<file path="src/rtl/divider_pkg.sv">
// divider_pkg: shared FSM state type and divide-by-zero quotient constant
// for the sequential restoring divider.
package divider_pkg;

    typedef enum logic [1:0] {IDLE, CALC, DONE} state_e;

    // All-ones pattern of width w (1..64); callers truncate to their width.
    function automatic logic [63:0] dbz_quotient(input int w);
        return ~64'd0 >> (64 - w);
    endfunction

endpackage

</file>
<file path="src/rtl/seq_restoring_divider_if.sv">
// seq_restoring_divider_if: operand and result valid/ready channels of the divider.
interface seq_restoring_divider_if #(
    parameter int N = 8,
    parameter int M = 4
);
    logic         in_valid;
    logic         in_ready;
    logic [N-1:0] dividend;
    logic [M-1:0] divisor;
    logic         out_valid;
    logic         out_ready;
    logic [N-1:0] q;
    logic [M-1:0] rem;
    logic         dbz;

    modport master (
        output in_valid, dividend, divisor, out_ready,
        input  in_ready, out_valid, q, rem, dbz
    );

    modport slave (
        input  in_valid, dividend, divisor, out_ready,
        output in_ready, out_valid, q, rem, dbz
    );
endinterface

</file>
<file path="src/rtl/restoring_div_step.sv">
// restoring_div_step: one combinational restoring-division step (shift in a
// dividend bit, trial-subtract the divisor, keep or restore).
module restoring_div_step #(
    parameter int M = 4
) (
    input  logic [M:0]   p,
    input  logic         bit_in,
    input  logic [M-1:0] divisor,
    output logic [M:0]   p_next,
    output logic         q_bit
);
    logic [M+1:0] d;

    // The sign bit of the M+2 bit difference decides whether the subtraction fits.
    assign d      = {p, bit_in} - {2'b00, divisor};
    assign q_bit  = ~d[M+1];
    assign p_next = q_bit ? d[M:0] : {p[M-1:0], bit_in};
endmodule

</file>
<file path="src/rtl/seq_restoring_divider.sv">
// seq_restoring_divider: iterative unsigned restoring divider, one quotient bit
// per clock, with valid/ready handshakes and divide-by-zero reporting.
module seq_restoring_divider
    import divider_pkg::*;
#(
    parameter int N = 8,
    parameter int M = 4
) (
    input logic                   clk,
    input logic                   rst_n,
    seq_restoring_divider_if.slave bus
);
    localparam int CW = $clog2(N + 1);
    localparam logic [N-1:0] QDBZ = N'(dbz_quotient(N));

    state_e        state_q, state_d;
    logic [CW-1:0] cnt_q, cnt_d;
    logic [M:0]    p_q, p_d;
    logic [M-1:0]  div_q, div_d;
    logic [N-1:0]  sh_q, sh_d;
    logic          dbz_q, dbz_d;
    logic [M:0]    p_step;
    logic          q_bit;

    // sh_q shifts dividend bits out of the MSB while quotient bits enter the LSB.
    restoring_div_step #(.M(M)) u_step (
        .p      (p_q),
        .bit_in (sh_q[N-1]),
        .divisor(div_q),
        .p_next (p_step),
        .q_bit  (q_bit)
    );

    always_comb begin
        state_d = state_q;
        cnt_d   = cnt_q;
        p_d     = p_q;
        div_d   = div_q;
        sh_d    = sh_q;
        dbz_d   = dbz_q;
        case (state_q)
            IDLE: if (bus.in_valid) begin
                div_d   = bus.divisor;
                dbz_d   = bus.divisor == '0;
                state_d = dbz_d ? DONE : CALC;
                sh_d    = dbz_d ? QDBZ : bus.dividend;
                p_d     = dbz_d ? {1'b0, bus.dividend[M-1:0]} : '0;
                cnt_d   = CW'(N);
            end
            CALC: begin
                p_d     = p_step;
                sh_d    = {sh_q[N-2:0], q_bit};
                cnt_d   = cnt_q - CW'(1);
                state_d = cnt_q == CW'(1) ? DONE : CALC;
            end
            DONE:    state_d = bus.out_ready ? IDLE : DONE;
            default: state_d = IDLE;
        endcase
    end

    always_ff @(posedge clk or negedge rst_n) begin
        if (!rst_n) begin
            state_q <= IDLE;
            cnt_q   <= '0;
            p_q     <= '0;
            div_q   <= '0;
            sh_q    <= '0;
            dbz_q   <= 1'b0;
        end else begin
            state_q <= state_d;
            cnt_q   <= cnt_d;
            p_q     <= p_d;
            div_q   <= div_d;
            sh_q    <= sh_d;
            dbz_q   <= dbz_d;
        end
    end

    assign bus.in_ready  = state_q == IDLE;
    assign bus.out_valid = state_q == DONE;
    assign bus.q         = sh_q;
    assign bus.rem       = p_q[M-1:0];
    assign bus.dbz       = dbz_q;
endmodule
</file>
<file path="src/flat_wrapper.sv">
// flat-port wrapper written by rule: the top's interface ports become plain ports
module seq_restoring_divider_flat import divider_pkg::*;
#(
    parameter int N = 8,
    parameter int M = 4
)
  (clk, rst_n, bus_in_valid, bus_dividend, bus_divisor, bus_out_ready, bus_in_ready, bus_out_valid, bus_q, bus_rem, bus_dbz);
  seq_restoring_divider_if #(.N(N), .M(M)) bus_i ();
  input logic clk;
  input logic rst_n;
  input wire logic [$bits(bus_i.in_valid)-1:0] bus_in_valid;
  input wire logic [$bits(bus_i.dividend)-1:0] bus_dividend;
  input wire logic [$bits(bus_i.divisor)-1:0] bus_divisor;
  input wire logic [$bits(bus_i.out_ready)-1:0] bus_out_ready;
  output wire logic [$bits(bus_i.in_ready)-1:0] bus_in_ready;
  output wire logic [$bits(bus_i.out_valid)-1:0] bus_out_valid;
  output wire logic [$bits(bus_i.q)-1:0] bus_q;
  output wire logic [$bits(bus_i.rem)-1:0] bus_rem;
  output wire logic [$bits(bus_i.dbz)-1:0] bus_dbz;
  assign bus_i.in_valid = bus_in_valid;
  assign bus_i.dividend = bus_dividend;
  assign bus_i.divisor = bus_divisor;
  assign bus_i.out_ready = bus_out_ready;
  assign bus_in_ready = bus_i.in_ready;
  assign bus_out_valid = bus_i.out_valid;
  assign bus_q = bus_i.q;
  assign bus_rem = bus_i.rem;
  assign bus_dbz = bus_i.dbz;
  seq_restoring_divider #(.N(N), .M(M)) u_core (.clk(clk), .rst_n(rst_n), .bus(bus_i));
endmodule
</file>
<file path="config.mk">
export PLATFORM = sky130hd
export DESIGN_NAME = seq_restoring_divider_flat
export DESIGN_NICKNAME = d
export VERILOG_FILES = /design/src/rtl/divider_pkg.sv /design/src/rtl/seq_restoring_divider_if.sv /design/src/rtl/restoring_div_step.sv /design/src/rtl/seq_restoring_divider.sv /design/src/flat_wrapper.sv
export SDC_FILE = /design/constraint.sdc
export NUM_CORES = 1
export LEC_CHECK = 0
export ABC_AREA = 1
export CAP_MARGIN = 20
export CORE_ASPECT_RATIO = 1.2
export CORE_UTILIZATION = 27
export DETAILED_ROUTE_END_ITERATION = 16
export HOLD_SLACK_MARGIN = 0.03
export SLEW_MARGIN = 10
export SYNTH_ARGS = -nofsm -noshare
export SYNTH_HDL_FRONTEND = slang
export SYNTH_HIERARCHICAL = 1
export SYNTH_SLANG_ARGS = --single-unit
export TNS_END_PERCENT = 5
</file>
<file path="constraint.sdc">
create_clock -name clk -period 1.8 [get_ports clk]
set_clock_uncertainty 0.05 [all_clocks]
set_input_delay 0.27 -clock clk [delete_from_list [all_inputs] [get_ports clk]]
set_output_delay 0.27 -clock clk [all_outputs]
set_load 0.1 [all_outputs]
</file>
==> results by stage <==
Worst setup path:
- Data on the critical path is required at its endpoint by 1910 ps.
- The element type at the critical path start is a flop.
- For the worst setup path, the data arrival time is 1890 ps.
- The most critical setup path has its startpoint at u_core/bus.q[7]$_DFFE_PN0P_.
- The kind of end point of the critical path is a flop.
- The maximum net fanout on the critical path is 2.
- In this run the critical register-to-register path is launched from u_core/bus.q[7]$_DFFE_PN0P_.
- The type of the setup path with the least slack is flop to flop.

Cells and area:
- The repair_antennas step left the layout with diodes totalling 0.
- Leaving out fill and tap cells, the most frequent cells in the layout are 61 x sky130_fd_sc_hd__nand2_1, 22 x sky130_fd_sc_hd__dfrtp_1, 21 x sky130_fd_sc_hd__nand3_1.
- The filler-free cell count of the finished design is 296.
- The number of filler cells placed in the layout is 527.
- Leaving out fill and tap cells, the most frequent cell in the layout is sky130_fd_sc_hd__nand2_1.
- The fraction of layout cells with a size suffix above 1 is 27.4%.
- The final net count is 258.
- The post-route standard cell area excluding fillers is 2230 sq um.
- The area overhead of the layout relative to synthesis is 48.0%.

Route:
- After the first detailed-routing iteration, the DRC count stood at 56.
- The average wire length per cell after detail routing is 12.5 um.
- The number of vias per cell after detailed routing is 4.61.
- The first-pass iteration count of the detailed router is 4.
- Detailed routing inserted a total of 1364 vias.
- The detail route stage leaves a number of antenna-violating nets equal to 0.
- For this run, design rule violations remaining after detail routing come to 0.
- The final layout contains routed wiring with a total length of 3700 um.

Yosys:
- The cell area that synthesis handed to floorplanning was 1510 sq um.
- The synthesized netlist devotes 6.32% of its cell area to adder and majority cells.
- Counting distinct cell types in the post-synthesis netlist gives 26.
- Yosys printed 6 warnings.
- The simple logic cell fraction of the synthesized area is 37.3%.
- In the post-synthesis netlist, the biggest area contributors are sky130_fd_sc_hd__dfrtp_1 40%, sky130_fd_sc_hd__nand2_1 16%, sky130_fd_sc_hd__nand3_1 8.0%, sky130_fd_sc_hd__ha_1 5.0%, sky130_fd_sc_hd__inv_1 4.5%.
- The compound-cell area share of the yosys netlist is 6.65%.
- For this run, the register share of the synthesized area comes to 39.9%.
- The post-synthesis area per instance is 7.76 sq um.
- The post-synthesis xor/xnor area fraction is 0.582%.
- After technology mapping, the gate count stands at 194.
- Summed over its instances, the top area cell type makes up 39.9% of the synthesized netlist area.
- The number of nets in the synthesized netlist is 217.
- The mux cell area share after synthesis is 0%.
- The synthesized design spends more area on one cell type than any other, namely sky130_fd_sc_hd__dfrtp_1.
- The largest family of logic cells by synthesized area is simple AND/OR/NAND/NOR gates.
- The number of synthesized register bits is 24.

STA:
- Setup slack closes at 17.7 ps.
- On the final layout, the worst hold slack is 308 ps.
- Setup repair after global routing could not meet its margin everywhere.
- The achievable clock frequency is 561 MHz.
- The final count of pins violating max slew is 0.
- Setup violations remaining at the end of the flow were counted as 0.
- The relative slew slack is 70.6%.
- Counting I/O delays and the setup requirement, the final critical path takes 1780 ps.
- The transition time of the tightest slew-check pin is 439 ps.
- Of the available clock period, the critical path in the final layout requires 99.0%.
- The number of hold violations in the final report is 0.

Clock tree:
- CTS built an H-tree with a depth of 1.
- In this run, post-CTS hold repair placed 0 buffers.
- The tree is rooted in a sky130_fd_sc_hd__clkbuf_8.
- The clock reaches the later pin of the worst-skew pair after 270 ps.
- The clock-pin slew of the registers on the worst-case setup and hold paths is 90 ps.
- The TritonCTS clock tree is done.
- Buffers inserted during clock tree synthesis total 3.
- The tree built by TritonCTS fans out to 24 sinks.
- The longest clock path from root to sink contains 2 buffers.

Die:
- For this configuration, the core starts out at a cell density of 28.2%.
- The die covers 5880 sq um.
- The die boundary height is 83.8 um.
- Pin placement for this block handled 31 I/O pins.
- The die boundary width is 70.2 um.
- In this run the standard cell core region covers 5330 sq um.
- The number of rows created at floorplan is 29.

Place:
- The post-place setup slack is -33.8 ps.
- Once placement finished, the instance area stood at 2070 sq um.
- Routability-driven placement finished with a final weighted congestion of 0.814.
- The wire-length estimate of the detail-placed layout is 2710 um.
- Port buffering added 30 buffers.
- After detailed placement, the design holds a cell count of 290.

GRT:
- After global routing the overflow that remains totals 0.
- The via count of the first global-routing pass came to 1407.
- Entering global routing, the biggest net connects 25 pins.
- The first-pass GRT wire length is 6290 um.
- The number of antenna violations at the first check in global routing is 0.
- Global routing used 13.3% of the available tracks.

Job:
- Max-cap violations in this run came to 0.

Min path:
- The worst hold path belongs to the class input pin to async pin.

Run status:
- The flow ran to the end, and the final reports show no timing, DRC or antenna violations.
[final timing paths]
| path | to | slack, ps | cells after the start |
|---|---|---|---|
| max | u_core/p_q[4]$_DFFE_PN0P_ | 20 | 11 |
| max reg2reg | u_core/p_q[4]$_DFFE_PN0P_ | 20 | 11 |
| max in group asynchronous | u_core/bus.q[7]$_DFFE_PN0P_ | 1120 | 2 |
| min in group clk | u_core/div_q[2]$_DFFE_PN0P_ | 440 | 2 |
| min | u_core/bus.q[1]$_DFFE_PN0P_ | 310 | 2 |
| min reg2reg | u_core/div_q[2]$_DFFE_PN0P_ | 440 | 2 |
[worst max-delay path: stages, from the launching register on]
cell	delay, ps
sky130_fd_sc_hd__dfrtp_4	490
sky130_fd_sc_hd__inv_4	70
sky130_fd_sc_hd__ha_4	120
sky130_fd_sc_hd__inv_2	40
sky130_fd_sc_hd__fa_2	350
sky130_fd_sc_hd__nand3_2	80
sky130_fd_sc_hd__nand2_1	60
sky130_fd_sc_hd__nand2_1	60
sky130_fd_sc_hd__nand2_1	50
sky130_fd_sc_hd__nand3_1	60
sky130_fd_sc_hd__nand2_1	50
sky130_fd_sc_hd__a22o_1	200
[what timing repair did]
item                                    CTS  global route
endpoints found under the setup margin    2             4
pin swaps                                 5            11
endpoints found under the hold margin     0             0
setup buffers                             1             1
resized for setup                         3            15
[registers in the layout, summed over array words and instances (netlist names)]
signal          cells
u_core/cnt_q        4
u_core/bus.q        8
u_core/div_q        4
u_core/p_q          5
u_core/state_q      2
u_core/bus.dbz      1
[routing by layer]
metal  global-route usage [%]  share of wire [%]
met1                     16.9                 44
met4                     4.36               0.92
met3                     1.69                2.7
met2                     23.3                 52
met5                        0                  0
[cell usage after synthesis, drive strengths merged]
cell and count:
nand3 27, a22o 1, nand3b 1, fa 1, o21ai 7, inv 22, a22oi 2, xor2 1
nor2 13, a21oi 3, dfrtp 24, ha 6, nand4 8, nand2 68, a21boi 3, buf 7
[per-stage QoR]
stage / setup TNS, ps / util [%]
after global routing: -265 / 41.8
after CTS: -6.88 / 40.4
final: 0 / 41.8
after floorplan: -309 / -
after global placement: 0 / 38.9
after detailed placement: -33.8 / 38.9
[logic make-up after synthesis]
| logic type | after synthesis |
|---|---|
| XOR/XNOR | 1 |
| flip-flops | 24 |
| AO/OA/AOI/OAI | 16 |
| AND/OR/NAND/NOR | 117 |
| buffers and inverters | 29 |
| adder cells (fa/ha/maj) | 7 |
[layout make-up]
type | instances | area (sq um) | share of cell area [%]
Clock buffer | 4 | 55.1 | 2.47
Inverter | 22 | 85.1 | 3.82
Multi-Input combinational cell | 141 | 857 | 38.5
Sequential cell | 24 | 606 | 27.2
Tap cell | 62 | 77.6 | 3.48
Timing Repair Buffer | 43 | 548 | 24.6
Power is not shown: default switching activity piles up to over one toggle a cycle in this logic, so the estimate is an artifact.
